$ cat config.mk
export PLATFORM = sky130hd
export DESIGN_NAME = cordic_octant_out
export DESIGN_NICKNAME = d
export VERILOG_FILES = /design/src/rtl/cordic_octant_out.sv
export SDC_FILE = /design/constraint.sdc
export NUM_CORES = 1
export LEC_CHECK = 0
export BUFFER_PORTS_ARGS = -buffer_cell sky130_fd_sc_hd__buf_2
export CELL_PAD_IN_SITES_DETAIL_PLACEMENT = 0
export CELL_PAD_IN_SITES_GLOBAL_PLACEMENT = 1
export CORE_AREA = 10 10 120 122
export DETAILED_ROUTE_END_ITERATION = 7
export DIE_AREA = 0 0 130 132
export GPL_TIMING_DRIVEN = 1
export PLACE_DENSITY = 0.83
export SLEW_MARGIN = 20
export SYNTH_ARGS = -nofsm -noshare
export SYNTH_HDL_FRONTEND = slang
export SYNTH_SLANG_ARGS = --single-unit
$ cat constraint.sdc
create_clock -name clk -period 3.13 [get_ports clk]
set_input_delay 0.1565 -clock clk [delete_from_list [all_inputs] [get_ports clk]]
set_output_delay 0.1565 -clock clk [all_outputs]
set_load 0.05 [all_outputs]
$ cat src/rtl/cordic_octant_out.sv
// cordic_octant_out: CORDIC output stage.
// Folds the final X/Y rotation result back to the full circle using the
// 3-bit octant code. Output is signed cos/sin with saturating negation.
// The datapath is a two-stage elastic pipeline (A: truncate/round, B: fold).
//
// Valid/ready contract: a word moves across an interface on a rising clock
// edge where valid && ready are both high. A producer holding valid keeps its
// data stable until that edge. in_ready is combinational from the stage
// valids and out_ready. out_valid/cos_out/sin_out/sat_flag are registered and
// held while out_valid && !out_ready.
//
// Optional build macro: CORDIC_OUT_ROUND_EN. When it is defined, stage A
// rounds half-up with positive clamp. When it is undefined, stage A
// truncates.
module cordic_octant_out #(
  parameter int IN_W  = 22,
  parameter int OUT_W = 16,
  parameter int CNT_W = 8
) (
  input  logic             clk,
  input  logic             rst_n,
  input  logic             in_valid,
  output logic             in_ready,
  input  logic [IN_W-1:0]  x_in,
  input  logic [IN_W-1:0]  y_in,
  input  logic [2:0]       octant,
  output logic             out_valid,
  input  logic             out_ready,
  output logic [OUT_W-1:0] cos_out,
  output logic [OUT_W-1:0] sin_out,
  output logic             sat_flag,
  output logic [CNT_W-1:0] sat_cnt,
  input  logic             sat_clr
);

  localparam logic [OUT_W-1:0] MAX_V = {1'b0, {(OUT_W-1){1'b1}}};
  localparam logic [OUT_W-1:0] MIN_V = {1'b1, {(OUT_W-1){1'b0}}};
  localparam logic [OUT_W-1:0] ONE_W = {{(OUT_W-1){1'b0}}, 1'b1};
  localparam logic [CNT_W-1:0] ONE_C = {{(CNT_W-1){1'b0}}, 1'b1};

  // Stage A registers
  logic             va;
  logic [OUT_W-1:0] xa, ya;
  logic [2:0]       oa;
  logic             sa;

  // Stage B registers (drive the outputs directly)
  logic             vb;
  logic [OUT_W-1:0] cos_q, sin_q;
  logic             flag_q;

  // Handshake
  logic a_load, b_load, out_xfer;

  assign in_ready = !va || !vb || out_ready;
  assign a_load   = in_valid && in_ready;
  assign b_load   = va && (!vb || out_ready);
  assign out_xfer = vb && out_ready;

  // Low input bits below the output precision are dropped in truncation mode.
  logic unused_lsbs;
  assign unused_lsbs = ^{x_in[IN_W-OUT_W-1:0], y_in[IN_W-OUT_W-1:0]};

  // Stage A input quantisation: truncate or round half-up with clamp.
  logic [OUT_W-1:0] xt, yt;
  logic             rnd_sat;

`ifdef CORDIC_OUT_ROUND_EN
  logic [OUT_W-1:0] x_tr, y_tr;
  logic             x_half, y_half;
  logic             x_clamp, y_clamp;

  assign x_tr   = x_in[IN_W-1 -: OUT_W];
  assign y_tr   = y_in[IN_W-1 -: OUT_W];
  assign x_half = x_in[IN_W-OUT_W-1];
  assign y_half = y_in[IN_W-OUT_W-1];

  // Round half-up; only the largest positive code can overflow.
  always_comb begin
    x_clamp = x_half && (x_tr == MAX_V);
    y_clamp = y_half && (y_tr == MAX_V);
    xt      = x_clamp ? MAX_V : x_tr + (x_half ? ONE_W : '0);
    yt      = y_clamp ? MAX_V : y_tr + (y_half ? ONE_W : '0);
    rnd_sat = x_clamp || y_clamp;
  end
`else
  // Plain truncation to the top OUT_W bits.
  always_comb begin
    xt      = x_in[IN_W-1 -: OUT_W];
    yt      = y_in[IN_W-1 -: OUT_W];
    rnd_sat = 1'b0;
  end
`endif

  // Stage A: capture quantised X/Y and the octant on an input transfer.
  always_ff @(posedge clk or negedge rst_n) begin
    if (!rst_n) begin
      va <= 1'b0;
      xa <= '0;
      ya <= '0;
      oa <= '0;
      sa <= 1'b0;
    end else if (a_load) begin
      va <= 1'b1;
      xa <= xt;
      ya <= yt;
      oa <= octant;
      sa <= rnd_sat;
    end else if (b_load) begin
      va <= 1'b0;
    end
  end

  // Saturating negation of the stage-A values.
  logic [OUT_W-1:0] nx, ny;
  logic             nx_sat, ny_sat;

  // Negating the most negative code clamps to the largest positive code.
  always_comb begin
    nx_sat = (xa == MIN_V);
    ny_sat = (ya == MIN_V);
    nx     = nx_sat ? MAX_V : (~xa) + ONE_W;
    ny     = ny_sat ? MAX_V : (~ya) + ONE_W;
  end

  // Octant fold: choose operand order and sign.
  logic [OUT_W-1:0] cos_d, sin_d;
  logic             flag_d;

  // Only a negation that reaches the output contributes to the flag.
  always_comb begin
    cos_d  = xa;
    sin_d  = ya;
    flag_d = sa;
    case (oa)
      3'b000: begin cos_d = xa; sin_d = ya; end
      3'b001: begin cos_d = ya; sin_d = xa; end
      3'b010: begin cos_d = ny; sin_d = xa; flag_d = sa || ny_sat; end
      3'b011: begin cos_d = nx; sin_d = ya; flag_d = sa || nx_sat; end
      3'b100: begin cos_d = nx; sin_d = ny; flag_d = sa || nx_sat || ny_sat; end
      3'b101: begin cos_d = ny; sin_d = nx; flag_d = sa || nx_sat || ny_sat; end
      3'b110: begin cos_d = ya; sin_d = nx; flag_d = sa || nx_sat; end
      default: begin cos_d = xa; sin_d = ny; flag_d = sa || ny_sat; end
    endcase
  end

  // Stage B: load the folded word, or empty after the consumer takes it.
  always_ff @(posedge clk or negedge rst_n) begin
    if (!rst_n) begin
      vb     <= 1'b0;
      cos_q  <= '0;
      sin_q  <= '0;
      flag_q <= 1'b0;
    end else if (b_load) begin
      vb     <= 1'b1;
      cos_q  <= cos_d;
      sin_q  <= sin_d;
      flag_q <= flag_d;
    end else if (out_xfer) begin
      vb <= 1'b0;
    end
  end

  // Saturation event counter: clear wins; sticks at all-ones.
  always_ff @(posedge clk or negedge rst_n) begin
    if (!rst_n) begin
      sat_cnt <= '0;
    end else if (sat_clr) begin
      sat_cnt <= '0;
    end else if (out_xfer && flag_q && (sat_cnt != {CNT_W{1'b1}})) begin
      sat_cnt <= sat_cnt + ONE_C;
    end
  end

  assign out_valid = vb;
  assign cos_out   = cos_q;
  assign sin_out   = sin_q;
  assign sat_flag  = flag_q;

endmodule

==> impl_metrics.py, run 1 <==
metrics = {
    "status": {
        "run_status": "complete, no violations",
    },
    "die": {
        "die_w_um": 130,
        "start_util": 0.415,
        "ios": 95,
        "std_cell_rows": 40,
        "die_height_um": 132,
        "floorplan.core_area_um2": 11900,
        "die_area_um2": 17200,
    },
    "timing": {
        "slew-limit-headroom": 0.409,
        "tightest_slew_ns": 0.883,
        "worst_clock_skew_ns": 0.00680,
        "final-setup-viol-count": 0,
        "drv_slew": 0,
        "finalWorstSetupSlack_ns": 0.528,
        "max_freq_mhz": 384,
        "final_period_minus_worst_setup_slack_ns": 2.60,
        "rsz0062_at_grt": "false",
        "timing.setup.tns_ns": 0,
        "final_min_period_over_clock_period": 0.831,
        "timing.final.hold_violations": 0,
    },
    "hold_path": {
        "min_path_cells": 2,
        "min_path_type": "in2reg",
    },
    "finish": {
        "seqCellArea_um2": 1950,
        "instances_no_fill": 783,
        "fillers": 1204,
        "areaGrowthSynthToFinish_pct": 17.1,
        "finalNetCount": 686,
        "n_antenna_cell": 0,
        "multi_input_area_um2": 2730,
        "final_layout_size_suffix_gt1_frac": 0.256,
    },
    "power_and_ir_drop": {
        "design_power_total_mw": 4.28,
        "max-vdd-ir-drop_v": 0.000264,
        "p_leak_nw": 2.46,
        "p_per_area_nw_per_um2": 740,
    },
    "routing": {
        "totalWireLength_um": 16100,
        "maxUsedRoutingLayer": "met4",
        "detail_route.vias_per_cell": 5.95,
        "routedLengthMet1_um": 6980,
        "route.vias.total": 4656,
        "wl_met2_um": 7410,
        "first_pass_iters": 5,
        "dr_wl_met3_um": 1360,
        "ant_nets": 0,
        "detailedRoute.firstIterationViolations": 485,
        "avgRoutedWirePerCell_um": 20.6,
        "detail_route.drc_violations": 0,
    },
    "yosys": {
        "synth_area_um2": 4940,
        "synth.area.top_cells": "dfrtp_1 39%, mux2_2 8.2%, o21ai_0 5.4%",
        "synth_cells": 560,
        "yosysTopAreaCell": "dfrtp_1",
        "synth.top_cell.area_share": 0.395,
        "synth.most_common_cell": "dfrtp_1",
        "synth_simple_gate_area_frac": 0.220,
        "yosysSeqAreaShare": 0.395,
        "yosysWarnings": 0,
        "synth-seq-cells": 78,
        "synthAdderAreaFrac": 0.00759,
        "synth_top_family_by_area": "simple AND/OR/NAND/NOR gates",
        "synth_top_cells_by_count": "78 x dfrtp_1, 63 x nor2_1, 55 x nand2_1, 53 x o21ai_0, 36 x mux2_2",
        "synth_edf_count": 0,
        "post_synth_xor_area_fraction": 0.0425,
        "number_of_nets_produced_by_synthesis": 615,
        "dominantRegCellSynth": "dfrtp_1",
        "proportion_of_synthesized_area_in_mux_cells": 0.100,
        "syn-mean-instance-area_um2": 8.83,
        "asyncSetResetFlopFracSynth": 1.00,
        "synth_compound_gate_area_share": 0.183,
        "synth_cell_types": 66,
    },
    "cts": {
        "clk-insertion-delay-late_ns": 0.34,
        "cts_tree": "yes",
        "cts_root_buffer": "clkbuf_16",
        "htreeDepth": 3,
        "cts_sinks": 78,
        "max-clock-path-buffers": 2,
        "cts_buffers": 9,
        "register_clock_pin_slew_on_the_reported_worst_setup_and_hold_paths_ns": 0.06,
    },
    "worst_setup_path": {
        "worst_endpoint_required_time_ns": 3.40,
        "start_kind": "flip-flop",
        "end_kind": "flip-flop",
        "criticalPathCategory": "reg2reg",
        "crit_cells": 8,
        "cpPeakStageDelay_ns": 0.52,
        "cp.arrival_ns": 2.87,
        "slowest_stage": "nor3b_1",
        "critPathTopFamily": "simple AND/OR/NAND/NOR gates",
        "path_buf_inv": 1,
        "r2r.worst_path.cells": 8,
        "worstPathCellList": "inv_1 -> ha_1 -> nor3b_1 -> nand2_1 -> or3_1 -> mux2i_1 -> nand2_1 -> a31oi_1",
        "worstPathMaxFanout": 8,
        "path_common_cell": "nand2_1",
    },
    "place": {
        "post-dp-hpwl_um": 11600,
        "io_buffer_count": 82,
        "post-place-cells": 766,
        "preCtsSetupSlack_ns": 0.604,
        "gpl.final_weighted_congestion": 0.940,
    },
    "run": {
        "drv.max_cap_violation_count": 0,
    },
    "global_route": {
        "grt_first_pass_wirelength_um": 25600,
        "first_global_vias": 4589,
        "grt_remaining_overflow": 0,
        "grt_max_degree": 79,
        "grt_antenna_before_repair": 0,
        "globalRouteTotalUtil": 0.188,
    },
}
[report_power, final]
part | total (mW) | leakage [nW] | switching (mW) | internal, mW
logic | 1.68 | 1.38 | 1.17 | 0.510
clock network | 1.13 | 0.152 | 0.428 | 0.697
registers | 1.48 | 0.929 | 0.261 | 1.22
[final cells by class]
class | count | share of cell area
repair buffers | 101 | 0.0971
flip-flops and latches | 78 | 0.337
clock buffers | 10 | 0.0396
well taps | 147 | 0.0318
clock inverters | 6 | 0.0149
multi-input cells | 430 | 0.472
inverters | 11 | 0.00713
[cells by family after synthesis]
| family | count (synthesis) |
|---|---|
| buffers and inverters | 52 |
| and+or+nand+nor | 214 |
| DFF | 78 |
| xor gates and xnor gates | 24 |
| muxes | 45 |
| adders and majority gates | 3 |
| AOI/OAI and AO/OA | 144 |
[routing by layer]
layer,vias to the layer above,track usage
li1,2171,-
met1,2252,0.249
met2,204,0.292
met3,29,0.0430
met4,0,0.0663
met5,-,0
[cell usage in the layout (no fill, tap or decap), types with 3 or more instances in the layout]
cell type	netlist	final
nor4_1	5	5
buf_2	4	81
nand2b_1	7	7
inv_1	10	10
nor2_1	63	63
a221oi_1	7	7
and2_1	6	6
and3_1	7	7
nand3b_1	3	3
nand3_1	11	11
o22ai_1	9	9
nor2b_1	3	3
xnor2_1	13	13
nand2_1	55	55
a31oi_1	13	13
xor2_1	11	11
o31ai_1	4	4
a311oi_1	3	3
mux2i_1	9	9
buf_4	0	18
ha_1	3	3
mux2_2	36	36
a21oi_1	25	25
nor3b_1	4	4
dfrtp_1	78	78
a211oi_1	6	6
or3_1	11	11
nor3_1	20	20
o21ai_0	53	53
clkbuf_16	0	9
[sequential cells by signal, indices dropped and copies added, names as in the netlist]
register / flops
sat_cnt: 8
oa: 3
sin_out: 16
cos_out: 16
sat_flag: 1
out_valid: 1
ya: 16
xa: 16
va: 1
[path summary, 6_finish.rpt]
| path | slack, ns | startpoint | to |
|---|---|---|---|
| min in group asynchronous | 0.42 | rst_n | ya[9] |
| min reg2reg | 0.47 | sin_out[7] | sin_out[7] |
| max in group asynchronous | 2.21 | rst_n | xa[11] |
| max reg2reg | 0.53 | xa[0] | cos_out[10] |
| min | 0.02 | in_valid | va |
| max | 0.53 | xa[0] | cos_out[10] |
[per-stage QoR]
stage | hold WS [ns] | area [um2] | utilization
final | 0.0158 | 5790 | 0.486
after global routing | 0.0387 | 5790 | 0.486
after CTS | 0.00379 | 5770 | 0.485
after detailed placement | 0.366 | 5460 | 0.458
after global placement | 0.362 | 5460 | 0.458
after floorplan | -0.139 | 4940 | -
[repair_timing]
action / CTS / global route
hold buffers: 0 / 1
hold endpoints to repair: 0 / 78
gates resized for setup: 0 / 0
setup buffers: 0 / 0
Note: power is estimated with default switching activity, not from simulation.
==> inputs of run 2 (changes only) <==
Clock period 3.13 ns to 2.5 ns, I/O delays scaled along.
==> run 2 against run 1 <==
Compared with the run above:
- clock-buffer cell count stayed put
- via count is 4.3% higher
- clock power is 29% higher
- largest power group unchanged
- sequential share of layout area is 2.2 points lower
- combinational power is 39% higher
- largest cell class unchanged
==> impl_metrics.py, run 2 (synthesis results as in run 1) <==
metrics = {
    "finish": {
        "instances_no_fill": 831,
        "finalNetCount": 734,
        "non_filler_cell_area_final_um2": 6190,
        "seqCellArea_um2": 1950,
        "fin_util": 0.520,
        "layout.cells.most_common": "buf_2",
        "areaGrowthSynthToFinish_pct": 25.2,
        "multi_input_area_um2": 2730,
        "commonest_cells_after_routing_fill_and_taps_aside": "81 x buf_2, 78 x dfrtp_1, 63 x nor2_1, 56 x buf_4, 55 x nand2_1",
        "n_antenna_cell": 0,
        "fillers": 1145,
        "final_layout_size_suffix_gt1_frac": 0.294,
    },
    "timing": {
        "drv_slew": 0,
        "final_period_minus_worst_setup_slack_ns": 2.45,
        "timing.setup.tns_ns": 0,
        "worst_clock_skew_ns": 0.00657,
        "tightest_slew_ns": 1.00,
        "max_freq_mhz": 409,
        "rsz0062_at_grt": "false",
        "finalWorstSetupSlack_ns": 0.0527,
        "timing.final.hold_violations": 0,
        "slew-limit-headroom": 0.333,
        "fin_worst_hold_slack_ns": 0.00730,
        "final_min_period_over_clock_period": 0.979,
        "final-setup-viol-count": 0,
    },
    "power_and_ir_drop": {
        "power.combinational.fraction": 0.419,
        "seqPwrFrac": 0.318,
        "switching_share": 0.428,
        "p_leak_nw": 2.69,
        "design_power_total_mw": 5.57,
        "p_per_area_nw_per_um2": 899,
        "max-vdd-ir-drop_v": 0.000465,
        "p_clk_frac": 0.263,
        "power.internal_mw": 3.18,
        "p_sw_mw": 2.38,
    },
    "die": {
        "floorplan.core_area_um2": 11900,
        "start_util": 0.415,
        "die_height_um": 132,
        "die_w_um": 130,
        "die_area_um2": 17200,
        "std_cell_rows": 40,
        "ios": 95,
    },
    "worst_setup_path": {
        "cp.arrival_ns": 2.73,
        "path_buf_inv": 1,
        "slowest_stage": "or4_4",
        "critPathTopFamily": "simple AND/OR/NAND/NOR gates",
        "cpPeakStageDelay_ns": 0.58,
        "criticalPathCategory": "reg2reg",
        "end_kind": "flip-flop",
        "worst_endpoint_required_time_ns": 2.78,
        "start_kind": "flip-flop",
        "worstPathCellList": "or4_4 -> nor3_4 -> buf_4 -> nand2_1 -> a221oi_1 -> a22o_1",
        "worstPathMaxFanout": 7,
    },
    "cts": {
        "max-clock-path-buffers": 2,
        "htreeDepth": 3,
        "cts_sinks": 78,
        "clk-insertion-delay-late_ns": 0.35,
        "cts_tree": "yes",
        "postCtsSetupBuffers": 0,
        "cts_buffers": 9,
        "register_clock_pin_slew_on_the_reported_worst_setup_and_hold_paths_ns": 0.06,
        "cts_root_buffer": "clkbuf_16",
    },
    "routing": {
        "ant_nets": 0,
        "avgRoutedWirePerCell_um": 20.2,
        "detail_route.vias_per_cell": 5.84,
        "detail_route.drc_violations": 0,
        "route.vias.total": 4855,
        "detailedRoute.firstIterationViolations": 462,
        "first_pass_iters": 5,
        "totalWireLength_um": 16800,
    },
    "global_route": {
        "grt_antenna_before_repair": 0,
        "globalRouteTotalUtil": 0.201,
        "global_route.usage.met2": 0.315,
        "use_met3": 0.0442,
        "grt_first_pass_wirelength_um": 27400,
        "gr-max-usage-layer": "met2",
        "grt_remaining_overflow": 0,
        "grt_max_degree": 79,
        "gr-usage-met1": 0.267,
        "first_global_vias": 4915,
    },
    "place": {
        "post-dp-hpwl_um": 12700,
        "placement.cell_area_um2": 5740,
        "io_buffer_count": 82,
        "post-place-cells": 803,
        "preCtsSetupSlack_ns": 0.189,
        "gpl.final_weighted_congestion": 0.940,
    },
    "run": {
        "drv.max_cap_violation_count": 0,
    },
    "status": {
        "run_status": "complete, no violations",
    },
    "hold_path": {
        "min_path_type": "in2reg",
    },
}
[run 2: changes by cell type in the layout (fill, tap and decap cells not counted), sizes merged]
cell,previous run,this run
buf,100,137
clkinv,4,1
clkinvlp,1,2
dlygate4sd3,1,12
inv,10,12
[run 2: cell type report]
class | count | area share
clock buffer | 10 | 0.0386
clock inverter | 6 | 0.0150
inverter | 11 | 0.00667
sequential | 78 | 0.315
timing repair buffer | 149 | 0.153
tap | 147 | 0.0297
multi-input combinational | 430 | 0.442
[run 2: routing by layer]
layer  wire length [um]  up-vias
li1                   -     2260
met4                310        0
met1               7480     2361
met5                  0        -
met2               7770      204
met3               1240       30
[run 2: what timing repair did]
item | in CTS | in global routing
gates resized for setup | 0 | 0
endpoints found under the setup margin | 0 | 0
hold endpoints to repair | 89 | 0
hold buffers | 12 | 0
[run 2: final timing paths]
check	startpoint	end	slack [ns]	depth (start not counted)
min in group asynchronous	rst_n	oa[1]	0.45	2
setup reg to reg	ya[3]	cos_out[4]	0.05	6
setup / recovery	ya[3]	cos_out[4]	0.05	6
max in group asynchronous	rst_n	ya[14]	1.36	2
hold reg to reg	sin_out[7]	sin_out[7]	0.47	2
hold / removal	y_in[7]	ya[1]	0.007	2
[run 2: power groups by stage]
stage / Sequential [mW] / Combinational [mW] / Clock, mW
after floorplan: 2.38 / 0.969 / 0
after global placement: 1.78 / 2.28 / 0
after detailed placement: 1.79 / 2.31 / 0
after CTS: 1.77 / 2.33 / 1.49
after global routing: 1.81 / 2.51 / 1.54
final: 1.77 / 2.33 / 1.46
